`config.mk`:
```
export PLATFORM = sky130hd
export DESIGN_NAME = decode_stage_pipelined
export DESIGN_NICKNAME = d
export VERILOG_FILES = /design/src/rtl/decode_stage_pipelined.sv
export SDC_FILE = /design/constraint.sdc
export NUM_CORES = 2
export LEC_CHECK = 0
export CELL_PAD_IN_SITES_DETAIL_PLACEMENT = 0
export CELL_PAD_IN_SITES_GLOBAL_PLACEMENT = 2
export CORE_ASPECT_RATIO = 1.25
export CORE_MARGIN = 2
export CORE_UTILIZATION = 35
export DETAILED_ROUTE_END_ITERATION = 16
export GPL_TIMING_DRIVEN = 1
export PLACE_DENSITY_LB_ADDON = 0.1
export RECOVER_POWER = 25
export REMOVE_ABC_BUFFERS = 1
export SETUP_SLACK_MARGIN = 0.2
export SKIP_LAST_GASP = 1
export SLEW_MARGIN = 20
export SYNTH_ARGS = -nofsm -noshare
export SYNTH_HDL_FRONTEND = slang
export SYNTH_SLANG_ARGS = --single-unit
```
`constraint.sdc`:
```
create_clock -name clk -period 4.7 [get_ports clk]
set_input_delay 0.705 -clock clk [delete_from_list [all_inputs] [get_ports clk]]
set_output_delay 0.705 -clock clk [all_outputs]
set_load 0.02 [all_outputs]
```
`src/rtl/decode_stage_pipelined.sv`:
```
// Instruction-decode stage: register file with write-through bypass, MIPS-subset
// control decode, load-use hazard detection and the ID/EX pipeline register.
module decode_stage_pipelined #(
    parameter  int DATA_WIDTH        = 32,
    parameter  int REG_COUNT         = 32,
    parameter  int STALL_COUNT_WIDTH = 16,
    localparam int REG_ADDR_WIDTH    = $clog2(REG_COUNT)
) (
    input  logic                         clk,
    input  logic                         reset,
    input  logic                         ifIdValid,
    input  logic [DATA_WIDTH-1:0]        programCounterIn,
    input  logic [31:0]                  instruction,
    input  logic                         regWrite,
    input  logic [REG_ADDR_WIDTH-1:0]    writeRegister,
    input  logic [DATA_WIDTH-1:0]        writeData,
    input  logic                         idExFlush,
    output logic                         idExValid,
    output logic [1:0]                   writeBackControl,
    output logic [2:0]                   memAccessControl,
    output logic [3:0]                   calculationControl,
    output logic [DATA_WIDTH-1:0]        programCounterOut,
    output logic [DATA_WIDTH-1:0]        readData1,
    output logic [DATA_WIDTH-1:0]        readData2,
    output logic [DATA_WIDTH-1:0]        immediateOperand,
    output logic [REG_ADDR_WIDTH-1:0]    rs,
    output logic [REG_ADDR_WIDTH-1:0]    rt,
    output logic [REG_ADDR_WIDTH-1:0]    rd,
    output logic                         pcWrite,
    output logic                         ifIdWrite,
    output logic [STALL_COUNT_WIDTH-1:0] stallCount
);

    localparam logic [5:0] OP_RTYPE = 6'b000000;
    localparam logic [5:0] OP_LW    = 6'b100011;
    localparam logic [5:0] OP_SW    = 6'b101011;
    localparam logic [5:0] OP_BEQ   = 6'b000100;
    localparam logic [5:0] OP_ADDI  = 6'b001000;

    logic [DATA_WIDTH-1:0]     regFile [REG_COUNT];
    logic [5:0]                opcode;
    logic [REG_ADDR_WIDTH-1:0] rsAddr;
    logic [REG_ADDR_WIDTH-1:0] rtAddr;
    logic [REG_ADDR_WIDTH-1:0] rdAddr;
    logic signed [15:0]        immRaw;
    logic [DATA_WIDTH-1:0]     immExtended;
    logic [DATA_WIDTH-1:0]     readValue1;
    logic [DATA_WIDTH-1:0]     readValue2;
    logic [8:0]                controlNext;
    logic                      hazard;
    logic                      loadBubble;
    logic                      unusedInstructionBits;

    // Register fields are truncated to the configured address width, so the
    // upper address bits are intentionally dropped when REG_COUNT < 32.
    assign opcode                = instruction[31:26];
    assign rsAddr                = instruction[21 +: REG_ADDR_WIDTH];
    assign rtAddr                = instruction[16 +: REG_ADDR_WIDTH];
    assign rdAddr                = instruction[11 +: REG_ADDR_WIDTH];
    assign immRaw                = instruction[15:0];
    assign immExtended           = DATA_WIDTH'(immRaw);
    assign unusedInstructionBits = ^instruction;

    // Register file write port; register 0 is never written so it stays zero.
    always_ff @(posedge clk) begin
        if (reset) begin
            for (int i = 0; i < REG_COUNT; i++) begin
                regFile[i] <= '0;
            end
        end else if (regWrite && (writeRegister != '0)) begin
            regFile[writeRegister] <= writeData;
        end
    end

    // Operand reads: r0 reads as zero, and a same-cycle write-back is forwarded.
    always_comb begin
        readValue1 = '0;
        readValue2 = '0;
        if (rsAddr != '0) begin
            if (regWrite && (writeRegister == rsAddr)) begin
                readValue1 = writeData;
            end else begin
                readValue1 = regFile[rsAddr];
            end
        end
        if (rtAddr != '0) begin
            if (regWrite && (writeRegister == rtAddr)) begin
                readValue2 = writeData;
            end else begin
                readValue2 = regFile[rtAddr];
            end
        end
    end

    // Opcode decode into {wb[1:0], mem[2:0], calc[3:0]}; unknown opcodes get no control.
    always_comb begin
        controlNext = '0;
        case (opcode)
            OP_RTYPE: controlNext = 9'b10_000_1010;
            OP_LW:    controlNext = 9'b11_010_0100;
            OP_SW:    controlNext = 9'b00_001_0100;
            OP_BEQ:   controlNext = 9'b00_100_0001;
            OP_ADDI:  controlNext = 9'b10_000_0100;
            default:  controlNext = '0;
        endcase
    end

    // Load-use hazard: the load in ID/EX targets a register this instruction reads.
    always_comb begin
        hazard = idExValid && memAccessControl[1] && (rt != '0) && ifIdValid &&
                 ((rt == rsAddr) || (rt == rtAddr));
        loadBubble = idExFlush || hazard || !ifIdValid;
        pcWrite    = !hazard;
        ifIdWrite  = !hazard;
    end

    // ID/EX pipeline register; a bubble only clears validity and control, data still loads.
    always_ff @(posedge clk) begin
        if (reset) begin
            idExValid          <= 1'b0;
            writeBackControl   <= '0;
            memAccessControl   <= '0;
            calculationControl <= '0;
            programCounterOut  <= '0;
            readData1          <= '0;
            readData2          <= '0;
            immediateOperand   <= '0;
            rs                 <= '0;
            rt                 <= '0;
            rd                 <= '0;
        end else begin
            idExValid          <= !loadBubble;
            writeBackControl   <= loadBubble ? 2'b00   : controlNext[8:7];
            memAccessControl   <= loadBubble ? 3'b000  : controlNext[6:4];
            calculationControl <= loadBubble ? 4'b0000 : controlNext[3:0];
            programCounterOut  <= programCounterIn;
            readData1          <= readValue1;
            readData2          <= readValue2;
            immediateOperand   <= immExtended;
            rs                 <= rsAddr;
            rt                 <= rtAddr;
            rd                 <= rdAddr;
        end
    end

    // Saturating count of hazard stall cycles.
    always_ff @(posedge clk) begin
        if (reset) begin
            stallCount <= '0;
        end else if (hazard && (stallCount != {STALL_COUNT_WIDTH{1'b1}})) begin
            stallCount <= stallCount + STALL_COUNT_WIDTH'(1);
        end
    end

endmodule
```
==> flow_summary_export.csv <==
group,metric,value,unit
status,status,"complete, but fails checks",
status,violations,"max-capacitance violations, max-slew violations",
worst_setup_path,critPathBufInv,3,
detailed_routing,wl,233,mm
yosys,synth-seq-cells,1169,
worst_setup_path,worst-setup-path-type,"in -> reg",
worst_setup_path,crit_path_end_kind,"flip-flop",
global_route,grt.met2_usage,46.9,%
detailed_routing,drc,0,
power,intPower,19.4,mW
worst_setup_path,path_cells,"clkbuf_1 > nor2b_1 > nand3b_1 > clkbuf_1 > nor2_4 > clkbuf_2 > and2_1",
clocking,cts_root_buffer,"clkbuf_16",
clocking,post_cts_buffers,0,
global_route,gr-usage-all-layers,26.5,%
global_route,antenna_found_initial,19,
sta,setup_tns,0,ns
yosys,yosysSeqAreaShare,56.4,%
sta,relSlewSlack,-41.5,%
min_path,min_path_type,"in -> reg",
power,swShare,25.6,%
sta,setup_viol,0,
clocking,numCtsBuffers,138,
worst_setup_path,crit_required,5.23,ns
worst_setup_path,crit_fanout,32,
detailed_routing,drt_pass1_iterations,5,
yosys,synth-main-ff-cell,"edfxtp_1",
global_route,overflow,0,
layout,syn_to_final_growth,17.1,%
worst_setup_path,reg2reg_from,"rt[1]",
power,p_leak,25.0,nW
worst_setup_path,slowest_stage,"clkbuf_1",
worst_setup_path,rrSetupSlack,2.03,ns
layout,mostFrequentLayoutCell,"edfxtp_1",
worst_setup_path,rr_worst_depth,6,
detailed_routing,ant_nets,0,
clocking,clock_latency,0.80,ns
worst_setup_path,critPathLaunch,"reset",
yosys,async_reset_ff_share,0,%
clocking,clk_transition_reported_paths,0.06,ns
floorplan,initial_core_util,35.2,%
worst_setup_path,crit_top_cell,"clkbuf_1",
floorplan,die_h,466,um
layout,final-instance-count-excl-fill,6959,
power,ir_worst_vdd,347,uV
layout,final_cell_mix,"edfxtp_1, and2_1, mux2i_1",
detailed_routing,drt_iter0_drc,3307,
worst_setup_path,crit_family,"buffers and inverters",
global_route,grtUsageMet1,33.1,%
sta,fin_crit_sh,95.9,%
worst_setup_path,start_kind,"primary input",
placed_design,place_ws,0.801,ns
sta,slew_viol_final,87,
global_route,grt_max_degree,115,
clocking,cts_tree,"built",
placed_design,dpl.hpwl,140,mm
detailed_routing,vias_per_cell,5.63,
worst_setup_path,endpoint,"regFile[22][12]",
worst_setup_path,arrival,5.04,ns
clocking,ctsHtreeMaxLevel,4,
yosys,synth_cell_types,57,
floorplan,coreArea,0.170,mm2
sta,setup_ws,0.191,ns
detailed_routing,wl_per_cell,33.4,um
power,p_comb_share,12.0,%
yosys,syn_area,0.0596,mm2
worst_setup_path,r2r_end,"memAccessControl[0]",
floorplan,io-pin-count,277,
yosys,synth_edf_count,1024,
sta,tightest_slew,2.12,ns
clocking,clock_path_buffers,3,
sta,rsz0062_at_grt,"false",
yosys,yosysWarnings,0,
sta,finalHoldViolations,0,
yosys,avgSynthCellArea,13.4,um2
placed_design,placedCellCount,6689,
global_route,grt_busiest_layer,"met2",
power,switchingPower,6.69,mW
sta,fmaxAchievable,222,MHz
sta,min_period,4.51,ns
detailed_routing,num_vias,39200,
placed_design,gp_congestion,0.791,
global_route,use_met3,3.92,%
power,power_frac_seq,46.7,%
floorplan,die_width,373,um
floorplan,rows,169,
layout,layout-drive-gt1-share,16.1,%
worst_setup_path,cp.depth,7,
layout,fin_nets,4713,
power,clockPowerShare,41.3,%
sta,clock_skew,0.0250,ns
flow_run,drv_cap,3,
floorplan,die-area,0.174,mm2
power,power_density,374,mW/mm2
global_route,grt_pass1_vias,40400,
worst_setup_path,slowest_delay,1.44,ns
clocking,clock-sinks,1169,
global_route,grt_pass1_wl,322,mm
clocking,cts_resized,0,
placed_design,portBuffers,276,
yosys,netlist_instances,4460,
clocking,hold_buffers,0,
## flip-flops by register name, summed over array words and instances (netlist names)
| register | cells |
|---|---|
| regFile | 1024 |
| programCounterOut | 32 |
| readData1 | 32 |
| readData2 | 32 |
| stallCount | 16 |
| immediateOperand | 11 |
| rd | 5 |
| rs | 5 |
| rt | 5 |
| calculationControl | 3 |
| writeBackControl | 2 |
| idExValid | 1 |
| memAccessControl | 1 |
## worst reg2reg max path, cell delays in order, from the launching register on
cell and delay [ns]:
dfxtp_1 0.35, or4_1 0.67, o2111ai_1 0.55, nor2_2 0.07, buf_4 0.19, or4_1 0.56, nor3_1 0.19
## synth_stat cells, types with 3 or more instances
master | instances | area (um2)
nor2_1 | 58 | 218
inv_1 | 5 | 18.8
dfxtp_1 | 145 | 2900
a21oi_2 | 30 | 263
mux2i_1 | 538 | 5390
o22ai_1 | 31 | 194
and2_1 | 995 | 6220
a22oi_1 | 136 | 1020
a21oi_1 | 105 | 526
buf_2 | 89 | 445
nor2b_1 | 65 | 407
edfxtp_1 | 1024 | 30700
o22a_1 | 31 | 272
nand3_1 | 8 | 40.0
buf_4 | 25 | 188
a211o_1 | 32 | 280
o31ai_1 | 33 | 248
buf_1 | 31 | 116
mux2_2 | 33 | 372
o21ai_0 | 127 | 636
mux4_2 | 228 | 5130
or3b_2 | 3 | 26.3
clkbuf_1 | 327 | 1230
nand3b_1 | 5 | 37.5
or4_1 | 5 | 37.5
xnor2_1 | 9 | 78.8
o211ai_1 | 9 | 67.6
nor4_1 | 4 | 25.0
a211oi_1 | 4 | 30.0
a221oi_1 | 120 | 1050
nand2_1 | 46 | 173
xor2_1 | 16 | 140
nor3_1 | 11 | 55.1
or3_1 | 6 | 37.5
or2_2 | 32 | 200
buf_6 | 3 | 33.8
and3_1 | 6 | 37.5
a22o_1 | 62 | 543
## power by group through the flow
stage / Combinational (mW) / Clock [mW] / Sequential (mW)
after floorplan: 1.34 / 0 / 12.4
after global placement: 3.15 / 0 / 12.4
after detailed placement: 3.16 / 0 / 12.4
after CTS: 3.17 / 11.0 / 12.2
after global routing: 3.29 / 11.4 / 12.3
final: 3.13 / 10.8 / 12.2
## logic make-up after synthesis
logic type	synth area share [%]
AOI/OAI and AO/OA	8.72
xor gates and xnor gates	0.367
adders and majority gates	0.0210
buffers and inverters	3.40
DFF	56.4
muxes	18.3
other	0.00629
and+or+nand+nor	12.8
## metal layers
layer / up-vias / routed length (um)
met5: - / 89
met4: 14 / 7210
met3: 335 / 11300
met2: 1280 / 118000
met1: 20400 / 95900
li1: 17100 / -
## through the flow
stage / utilization (%) / power, mW / hold WS [ns] / instance area [um2]
floorplan: - / 13.7 / 0.568 / 57700
global placement: 38.6 / 15.6 / 0.504 / 65500
detailed placement: 38.6 / 15.6 / 0.516 / 65500
CTS: 41.3 / 26.4 / 0.168 / 70000
global route: 41.2 / 26.9 / 0.206 / 69800
finish: 41.2 / 26.1 / 0.234 / 69900
## cell type report
| cell class | instances | area [um2] |
|---|---|---|
| clock inverter | 54 | 532 |
| clock buffer | 202 | 3950 |
| sequential | 1169 | 33700 |
| tap | 2223 | 2780 |
| fill | 15700 | 99700 |
| timing repair buffer | 450 | 4530 |
| multi-input combinational | 2842 | 24400 |
| antenna | 14 | 35.0 |
| inverter | 5 | 20.0 |
## worst min path at each step
| stage | startpoint | to | depth (start not counted) |
|---|---|---|---|
| final | instruction[20] | rt[4] | 2 |
| after CTS | instruction[20] | rt[4] | 2 |
| after global routing | instruction[20] | rt[4] | 2 |
| after detailed placement | stallCount[3] | stallCount[3] | 2 |
| after global placement | stallCount[3] | stallCount[3] | 2 |
| after floorplan | stallCount[3] | stallCount[3] | 2 |
No activity file was read; power rests on OpenSTA's default activity.
